[src/rtl/instr_encoder_loader.sv]
// Packs decoded micro-op descriptors into 32-bit machine words and streams them into IMEM
// at consecutive word addresses. Illegal descriptors are consumed, dropped and flagged.
module instr_encoder_loader #(
  parameter int AW = 8
) (
  input  logic          clk,
  input  logic          rst_n,
  input  logic          start,
  input  logic [AW-1:0] base_addr,
  input  logic          in_valid,
  output logic          in_ready,
  input  logic          in_last,
  input  logic [1:0]    in_class,
  input  logic [1:0]    in_cmd,
  input  logic          in_imm_sel,
  input  logic          in_s,
  input  logic [3:0]    in_cond,
  input  logic [3:0]    in_rd,
  input  logic [3:0]    in_rn,
  input  logic [3:0]    in_rm,
  input  logic [23:0]   in_imm,
  output logic          imem_we,
  output logic [AW-1:0] imem_addr,
  output logic [31:0]   imem_wdata,
  output logic [AW:0]   word_count,
  output logic          err,
  output logic          done
);

  typedef enum logic [1:0] {IDLE = 2'd0, RUN = 2'd1, DONE = 2'd2} state_t;

  localparam logic [AW:0]   COUNT_MAX = {1'b1, {AW{1'b0}}};
  localparam logic [AW-1:0] ADDR_ONE  = {{(AW-1){1'b0}}, 1'b1};
  localparam logic [AW:0]   COUNT_ONE = {{AW{1'b0}}, 1'b1};

  state_t        state;
  logic [AW-1:0] next_addr;
  logic [3:0]    dp_code;
  logic [31:0]   enc_word;
  logic          legal;

  assign in_ready = (state == RUN);
  assign legal    = (in_class != 2'b11);

  // ALU command to data-processing opcode field
  always_comb begin
    dp_code = 4'b0100;
    case (in_cmd)
      2'b00:   dp_code = 4'b0100;
      2'b01:   dp_code = 4'b0010;
      2'b10:   dp_code = 4'b0001;
      2'b11:   dp_code = 4'b1100;
      default: dp_code = 4'b0100;
    endcase
  end

  // Descriptor to machine word; register operand occupies the low nibble of operand2
  always_comb begin
    enc_word = 32'd0;
    case (in_class)
      2'b00: begin
        if (in_imm_sel) begin
          enc_word = {in_cond, 2'b00, 1'b1, dp_code, in_s, in_rn, in_rd, in_imm[11:0]};
        end else begin
          enc_word = {in_cond, 2'b00, 1'b0, dp_code, in_s, in_rn, in_rd, 8'd0, in_rm};
        end
      end
      2'b01: begin
        if (in_cmd[0]) begin
          enc_word = {in_cond, 2'b01, 6'b111101, in_rn, in_rd, 8'd0, in_rm};
        end else begin
          enc_word = {in_cond, 2'b01, 6'b001011, in_rn, in_rd, in_imm[11:0]};
        end
      end
      2'b10:   enc_word = {in_cond, 4'b1010, in_imm};
      default: enc_word = 32'd0;
    endcase
  end

  // Session FSM with registered IMEM write port and status outputs
  always_ff @(posedge clk) begin
    if (!rst_n) begin
      state      <= IDLE;
      next_addr  <= {AW{1'b0}};
      imem_we    <= 1'b0;
      imem_addr  <= {AW{1'b0}};
      imem_wdata <= 32'd0;
      word_count <= {(AW+1){1'b0}};
      err        <= 1'b0;
      done       <= 1'b0;
    end else begin
      imem_we <= 1'b0;
      done    <= 1'b0;
      case (state)
        IDLE: begin
          if (start) begin
            state      <= RUN;
            next_addr  <= base_addr;
            word_count <= {(AW+1){1'b0}};
            err        <= 1'b0;
          end else begin
            state <= IDLE;
          end
        end
        RUN: begin
          if (in_valid) begin
            if (legal) begin
              imem_we    <= 1'b1;
              imem_addr  <= next_addr;
              imem_wdata <= enc_word;
              next_addr  <= next_addr + ADDR_ONE;
              if (word_count != COUNT_MAX) begin
                word_count <= word_count + COUNT_ONE;
              end else begin
                word_count <= word_count;
              end
            end else begin
              err <= 1'b1;
            end
            if (in_last) begin
              state <= DONE;
              done  <= 1'b1;
            end else begin
              state <= RUN;
            end
          end else begin
            state <= RUN;
          end
        end
        DONE:    state <= IDLE;
        default: state <= IDLE;
      endcase
    end
  end

endmodule
[config.mk]
export PLATFORM = sky130hd
export DESIGN_NAME = instr_encoder_loader
export DESIGN_NICKNAME = d
export VERILOG_FILES = /design/src/rtl/instr_encoder_loader.sv
export SDC_FILE = /design/constraint.sdc
export NUM_CORES = 1
export LEC_CHECK = 0
export BUFFER_PORTS_ARGS = -buffer_cell sky130_fd_sc_hd__buf_4
export CAP_MARGIN = 40
export CORE_ASPECT_RATIO = 0.6
export CORE_UTILIZATION = 30
export DETAILED_ROUTE_END_ITERATION = 8
export PLACE_DENSITY_LB_ADDON = 0.15
export SYNTH_ARGS = -nofsm -noshare
export SYNTH_HDL_FRONTEND = slang
export SYNTH_SLANG_ARGS = --single-unit
[constraint.sdc]
create_clock -name clk -period 2.35 [get_ports clk]
set_clock_uncertainty 0.05 [all_clocks]
set_input_delay 0.47 -clock clk [delete_from_list [all_inputs] [get_ports clk]]
set_output_delay 0.47 -clock clk [all_outputs]
set_load 0.1 [all_outputs]
==> metrics.cfg, run 1 <==
[run_status]
status = completed

[final_layout]
drive_gt1_frac = 0.348
final_cells = 560
antenna_cells = 0
layout.nets = 508
post-route-util = 0.467
final_area_um2 = 4080
syn_to_final_growth_pct = 47.2

[global_routing]
gr-total-overflow = 0
antenna_found_initial = 0
grt_pass1_vias = 2634
grt_usage = 0.192
grt_max_degree = 33
grt_pass1_wl_um = 14200

[worst_setup_path]
r2r-end = word_count[8]$_SDFFE_PN0P_
r2r-start = word_count[0]$_SDFFE_PN0P_
cp.arrival_ns = 1.45
worstPathRequired_ns = 1.83
cp-start-kind = flop
r2r_setup_slack_ns = 0.43
criticalPathCategory = reg -> out
r2r_cells = 5
worstPathMaxFanout = 10
crit_path_end_kind = primary output

[placement]
place_ws_ns = 0.359
dp_hpwl_um = 6560
portBuffers = 111
dp.cells = 544
dpl_cell_area_um2 = 3760
gp_congestion = 0.769

[timing]
min_period_ns = 1.97
fmax_mhz = 507
hold_ws_ns = 0.331
rsz0062_at_grt = no
slew_headroom = 0.578
drv_slew = 0
final.setup.tns_ns = 0
fin_crit_sh = 0.840
setup_viol = 0
final.setup.worst_slack_ns = 0.377
worst_slew_pin_slew_ns = 0.630
finalHoldViolCount = 0

[logic_synthesis]
synth_edf_count = 0
async_reset_ff_frac = 0
synth_cell_types = 46
yosysWarnings = 0
synthTopCellsByCount = dfxtp_1 (62), nand2_1 (50), a21oi_1 (33)
synth_top_area_frac = 0.447
yosysTopAreaCell = dfxtp_1
ys_ff_latch = 62
syn-num-nets = 398
seq_area_frac_synth = 0.447
synth_area_leaders = dfxtp_1 (45%), nand2_1 (6.8%), a21oi_1 (6.0%)
syn_inst = 333
synthFlopType = dfxtp_1
yosysMostFrequentCell = dfxtp_1
syn_area_per_cell_um2 = 8.33
syn_area_um2 = 2770

[floorplanning]
initial_core_util = 0.317
rows = 26
die-area_um2 = 9650
io_pins = 112
die_h_um = 76.5
design.core.area_um2 = 8750
die_w_um = 126

[route]
route.detailed.vias_per_inst = 5.17
drt_iter0_drc = 307
wirelength_um = 8810
drc = 0
ant_nets = 0
vias = 2894
wl_per_cell_um = 15.7
drt_pass1_iterations = 7

[clock_tree]
postCtsSetupBuffers = 0
cts-root-buf = clkbuf_16
htree_levels = 3
cts_buffers = 9
clock_latency_ns = 0.33
cts_resized = 0
clkTransAtPathRegs_ns = 0.05
cts_max_path_buffers = 2
cts_tree = built
cts_hold_buf = 0
clock_sinks = 62

[pwr]
power_density_nw_per_um2 = 750
power_mw = 3.06
ir_worst_vdd_mv = 0.370
p_leak_nw = 1.73

[min_path]
min_to = imem_wdata[17]$_SDFFE_PN0P_
min_path_type = in -> reg
hold_depth = 3
worst_hold_startpoint = in_rn[1]

[run]
cap_violations = 0

[layout make-up]
| cell class | count | area (µm²) |
|---|---|---|
| fill | 871 | 4670 |
| multi-input combinational | 237 | 1400 |
| sequential | 62 | 1250 |
| timing repair buffer | 124 | 931 |
| clock buffer | 9 | 225 |
| tap | 112 | 140 |
| clock inverter | 7 | 98.8 |
| inverter | 9 | 35.0 |
[placed cells by master (no fill, tap or decap), types with 4 or more instances in the layout]
master	n
buf_4	124
dfxtp_1	55
nand2_1	50
a21oi_1	32
nor2_1	27
nand3_1	18
nor3_1	10
o21ai_0	9
clkbuf_16	9
inv_1	8
a222oi_1	8
mux2i_1	7
dfxtp_2	7
ha_1	6
o311ai_0	5
nor2b_1	4
a31oi_1	4
o21a_1	4
o31ai_1	4
a221oi_1	4
[layer usage]
layer | up-vias | global-route usage | wire length, µm
li1 | 1440 | - | -
met1 | 1331 | 0.283 | 4640
met2 | 118 | 0.239 | 3280
met3 | 5 | 0.0829 | 832
met4 | 0 | 0.0614 | 57
met5 | - | 0 | 0
[flip-flops by register name, summed over array words and instances, names as in the netlist]
name and count:
done 1, next_addr 8, state 2, err 1, word_count 9, imem_we 1
imem_addr 8, imem_wdata 32
[report_power, final]
| group | total (mW) | leakage [nW] | internal (mW) | switching (mW) |
|---|---|---|---|---|
| Sequential | 1.13 | 0.507 | 1.09 | 0.0363 |
| Clock | 1.42 | 0.156 | 0.930 | 0.489 |
| Combinational | 0.518 | 1.07 | 0.171 | 0.347 |
| Total | 3.06 | 1.73 | 2.19 | 0.872 |
[how the worst max path moves through the flow]
stage,start,end,depth (start not counted)
2_1_floorplan,word_count[7]$_SDFFE_PN0P_,word_count[8]$_SDFFE_PN0P_,4
6_report,state[0]$_SDFF_PN0_,in_ready,3
3_3_place_gp,in_class[0],next_addr[6]$_SDFFE_PN0P_,6
4_1_cts,state[0]$_SDFF_PN0_,in_ready,3
5_1_grt,state[0]$_SDFF_PN0_,in_ready,3
3_5_place_dp,in_class[0],next_addr[6]$_SDFFE_PN0P_,6
[critical path: stages (launching register included)]
cell	delay (ns)
dfxtp_1	0.49
nand2b_1	0.14
clkinv_2	0.17
buf_4	0.32
[kinds of logic after synthesis]
logic type      count (synthesis)  synth area share
simple gates                  136             0.236
compound gates                 88             0.216
flops                          62             0.447
buf+inv                        34            0.0483
mux                             7            0.0253
fa+ha+maj                       6            0.0271
No activity file was read; power rests on OpenSTA's default activity.
==> inputs of run 2 (changes only) <==
Clock period 2.35 ns to 2.05 ns, I/O delays scaled along.
==> metrics.cfg, run 2 (synthesis gave the netlist of run 1 again) <==
[run_status]
status = completed

[placement]
dp_hpwl_um = 6530
gp_congestion = 0.856
portBuffers = 111
dp.cells = 547
dpl_cell_area_um2 = 3790

[worst_setup_path]
cp.arrival_ns = 1.49
crit_path_end_kind = primary output
worstPathMaxFanout = 10
worstPathRequired_ns = 1.59
criticalPathCategory = reg -> out
cp-start-kind = flop

[route]
drt_iter0_drc = 215
drc = 0
wl_per_cell_um = 15.8
drt_pass1_iterations = 5
route.detailed.vias_per_inst = 5.20
wirelength_um = 8910
ant_nets = 0
vias = 2926

[floorplanning]
io_pins = 112
die_w_um = 126
die-area_um2 = 9650
rows = 26
initial_core_util = 0.317
die_h_um = 76.5
design.core.area_um2 = 8750

[clock_tree]
cts_tree = built
cts_buffers = 9
cts_resized = 0
cts_hold_buf = 0
htree_levels = 3
cts-root-buf = clkbuf_16
clkTransAtPathRegs_ns = 0.05
clock_sinks = 62
clock_latency_ns = 0.32
postCtsSetupBuffers = 0
cts_max_path_buffers = 2

[final_layout]
regMostFlops = imem_wdata
layout.nets = 511
final_common_cell = buf_4
syn_to_final_growth_pct = 50.2
post-route-util = 0.476
layout_common_cells = buf_4 (126), dfxtp_1 (55), nand2_1 (50), a21oi_1 (32), nor2_1 (27)
final_area_um2 = 4170
final_cells = 563
largest_reg_flops = 32
drive_gt1_frac = 0.353
reg.largest.list = imem_wdata (32), word_count (9)
antenna_cells = 0

[pwr]
p_leak_nw = 1.77
power_frac_seq = 0.342
power_mw = 3.77
sw_frac_of_total = 0.260
p_int_mw = 2.79
ir_worst_vdd_mv = 0.485
p_sw_mw = 0.981
combinationalPowerShare = 0.159
power_density_nw_per_um2 = 906
pwr-share-clk = 0.498

[timing]
setup_viol = 0
fmax_mhz = 514
finalHoldViolCount = 0
drv_slew = 0
rsz0062_at_grt = no
fin_crit_sh = 0.950
slew_headroom = 0.530
hold_ws_ns = 0.273
worst_slew_pin_slew_ns = 0.703
min_period_ns = 1.95

[global_routing]
grt_max_degree = 29
antenna_found_initial = 0
grt_usage = 0.191
grt_pass1_wl_um = 14200
gr-total-overflow = 0
grt_pass1_vias = 2625

[min_path]
min_path_type = in -> reg

[run]
cap_violations = 0

[run 2: cell count changes in the layout (fill, tap and decap cells not counted)]
| cell | change |
|---|---|
| clkbuf_8 | +1 |
| bufinv_16 | +2 |
| buf_12 | +1 |
| clkinv_4 | -3 |
| buf_4 | +2 |
[run 2: power by group through the flow]
stage               sequential [mW]  combinational, mW  clock [mW]
floorplan                      1.50              0.195           0
global placement               1.31              0.598           0
detailed placement             1.32              0.600           0
CTS                            1.29              0.601        1.93
global route                   1.30              0.639        2.00
finish                         1.29              0.601        1.88
[run 2: path summary, 6_finish.rpt]
| path | endpoint | depth (start not counted) | slack [ns] | startpoint |
|---|---|---|---|---|
| min | imem_wdata[14]$_SDFFE_PN0P_ | 3 | 0.27 | in_rd[2] |
| max | in_ready | 3 | 0.10 | state[1]$_SDFF_PN0_ |
| max reg2reg | word_count[8]$_SDFFE_PN0P_ | 5 | 0.11 | word_count[1]$_SDFFE_PN0P_ |
| min reg2reg | imem_wdata[7]$_SDFFE_PN0P_ | 2 | 0.40 | imem_wdata[7]$_SDFFE_PN0P_ |
[run 2: cell type report]
| class | count | area [µm²] |
|---|---|---|
| fill | 877 | 4590 |
| multi-input combinational | 237 | 1400 |
| sequential | 62 | 1250 |
| timing repair buffer | 127 | 966 |
| clock buffer | 10 | 239 |
| tap | 112 | 140 |
| clock inverter | 6 | 133 |
| inverter | 9 | 35.0 |
[run 2: worst max-delay path: stages (launching register included)]
cell and delay [ns]:
dfxtp_1 0.50, nand2b_1 0.19, clkinv_2 0.18, buf_4 0.29
[run 2: metal layers]
metal  vias to the layer above  track usage  wire (µm)
met5                         -            0          0
met3                         7       0.0646        771
met4                         0       0.0614         78
met1                      1359        0.289       4590
li1                       1442            -          -
met2                       118        0.245       3460
[run 2: through the flow]
step	TNS, ns	setup WS (ns)
6_report	0	0.103
2_1_floorplan	-0.248	-0.248
4_1_cts	0	0.108
5_1_grt	0	0.00183
3_3_place_gp	0	0.163
3_5_place_dp	0	0.120
==> inputs of run 3 (changes only) <==
Settings changed: ABC_AREA set to 1.
==> metrics.cfg, run 3 <==
[run_status]
status = completed

[timing]
worst_slew_pin_slew_ns = 0.457
slew_headroom = 0.695
rsz0062_at_grt = no
finalHoldViolCount = 0
final.setup.worst_slack_ns = 0.288
min_period_ns = 1.76
setup_viol = 0
drv_slew = 0
fmax_mhz = 567
fin_crit_sh = 0.860
final.setup.tns_ns = 0

[route]
drt_iter0_drc = 166
vias = 3138
route.detailed.vias_per_inst = 4.70
wl_met3_um = 673
wl_met1_um = 4610
top_layer = met4
wirelength_um = 8850
ant_nets = 0
wl_per_cell_um = 13.2
drc = 0
wl_met2_um = 3470
drt_pass1_iterations = 5

[logic_synthesis]
syn_inst = 420
syn_area_per_cell_um2 = 6.93
yosysTopAreaCell = dfxtp_1
yosysMostFrequentCell = nand2_1
synth_top_area_frac = 0.427
syn-num-nets = 485
ys_ff_latch = 62
yosysWarnings = 0
synthTopCellsByCount = nand2_1 (106), nor2_1 (63), dfxtp_1 (62)
synth_edf_count = 0
syn_area_um2 = 2910
async_reset_ff_frac = 0
synth_area_leaders = dfxtp_1 (43%), nand2_1 (14%), nor2_1 (8.1%)
synthFlopType = dfxtp_1
synth_cell_types = 30
seq_area_frac_synth = 0.427

[clock_tree]
cts_max_path_buffers = 2
cts_hold_buf = 0
cts_tree = built
cts_buffers = 9
postCtsSetupBuffers = 0
htree_levels = 3
clkTransAtPathRegs_ns = 0.05
cts_resized = 0
clock_latency_ns = 0.33
clock_sinks = 62
cts-root-buf = clkbuf_16

[worst_setup_path]
slowest_delay_ns = 0.42
r2r_setup_slack_ns = 0.35
criticalPathCategory = reg -> out
worstPathMaxFanout = 5
cp-start-kind = flop
crit_path_end_kind = primary output
critical_path.slowest_cell = dfxtp_1
r2r-end = imem_wdata[21]$_SDFFE_PN0P_
crit_chain = inv_2 -> nor2_4 -> buf_4
crit_family = flip-flops
cp.arrival_ns = 1.30
r2r-start = state[0]$_SDFF_PN0_
cp_num_cells = 3
timing.critical_path.buf_inv = 2
r2r_cells = 6
worstPathRequired_ns = 1.59

[placement]
dp_hpwl_um = 6590
portBuffers = 111
gp_congestion = 0.814
place_ws_ns = 0.301
dpl_cell_area_um2 = 3880

[final_layout]
antenna_cells = 0
drive_gt1_frac = 0.275
seqCellArea_um2 = 1240
syn_to_final_growth_pct = 44.9
regMostFlops = imem_wdata
multi_input_area_um2 = 1450
layout_common_cells = buf_4 (117), nand2_1 (106), nor2_1 (63), dfxtp_1 (61), a21oi_1 (37)
reg.largest.list = imem_wdata (32), word_count (9)
final_common_cell = buf_4
largest_reg_flops = 32
layout.nets = 598
final_area_um2 = 4220
nFillCells = 956

[floorplanning]
die-area_um2 = 10100
io_pins = 112
design.core.area_um2 = 9290
rows = 27
initial_core_util = 0.313
die_w_um = 129
die_h_um = 78.3

[min_path]
worst_hold_startpoint = in_imm[10]
min_to = imem_wdata[10]$_SDFFE_PN0P_
min_path_type = in -> reg
hold_depth = 3

[run]
cap_violations = 0

[global_routing]
gr-total-overflow = 0
grt_pass1_vias = 2730
grt_usage = 0.177
antenna_found_initial = 0
grt_pass1_wl_um = 13700
grt_max_degree = 42

[pwr]
ir_worst_vdd_mv = 0.519
power_density_nw_per_um2 = 940
p_leak_nw = 1.94
power_mw = 3.96

-- run 3: changes by cell type in the layout (fill, tap and decap cells not counted), moves of 5 or more --
| cell | before | now |
|---|---|---|
| nor3_1 | 10 | 1 |
| buf_4 | 126 | 117 |
| a222oi_1 | 8 | 0 |
| o21ai_0 | 9 | 36 |
| inv_1 | 8 | 34 |
| mux2i_1 | 7 | 0 |
| dfxtp_1 | 55 | 61 |
| nand2_1 | 50 | 106 |
| a21oi_1 | 32 | 37 |
| nor2_1 | 27 | 63 |
| dfxtp_2 | 7 | 1 |
| o311ai_0 | 5 | 0 |
| a31oi_1 | 4 | 10 |
-- run 3: how the worst max path moves through the flow --
| stage | from | end | slack, ns |
|---|---|---|---|
| after floorplan | word_count[0]$_SDFFE_PN0P_ | word_count[8]$_SDFFE_PN0P_ | 0.003 |
| after global placement | in_class[1] | imem_wdata[1]$_SDFFE_PN0P_ | 0.32 |
| after detailed placement | in_class[1] | imem_wdata[21]$_SDFFE_PN0P_ | 0.30 |
| after CTS | state[0]$_SDFF_PN0_ | in_ready | 0.27 |
| after global routing | state[0]$_SDFF_PN0_ | imem_wdata[25]$_SDFFE_PN0P_ | 0.14 |
| final | state[0]$_SDFF_PN0_ | in_ready | 0.29 |
-- run 3: layout make-up --
type                       instances  share of cell area
inverter                          39              0.0347
multi-input combinational        304               0.343
clock buffer                      10              0.0543
sequential                        62               0.295
timing repair buffer             117               0.208
clock inverter                     6              0.0261
tap                              130              0.0386
-- run 3: per-stage QoR --
step	cells	hold slack (ns)	utilization
after floorplan	420	0.395	-
after global placement	652	0.404	0.417
final	668	0.283	0.454
after CTS	668	0.269	0.454
after global routing	668	0.287	0.454
after detailed placement	652	0.417	0.417
-- run 3: worst register-to-register path: cells and delay by family (launching register included) --
kind,cells,cell delay (ns)
and+or+nand+nor,2,0.38
buffers and inverters,2,0.49
AOI/OAI and AO/OA,2,0.30
DFF,1,0.42
-- run 3: per-layer routing --
metal,up-vias,track usage
li1,1595,-
met4,0,0.0600
met2,121,0.246
met1,1412,0.251
met3,10,0.0593
met5,-,0
-- run 3: logic make-up after synthesis --
group / synth area share
AO/OA/AOI/OAI: 0.168
adder cells (fa/ha/maj): 0.0258
buffers and inverters: 0.0757
flip-flops: 0.427
AND/OR/NAND/NOR: 0.304
-- run 3: report_power, final --
| group | internal, mW | total, mW | switching [mW] |
|---|---|---|---|
| clock network | 1.18 | 1.75 | 0.561 |
| registers | 1.28 | 1.33 | 0.0530 |
| logic | 0.239 | 0.886 | 0.647 |
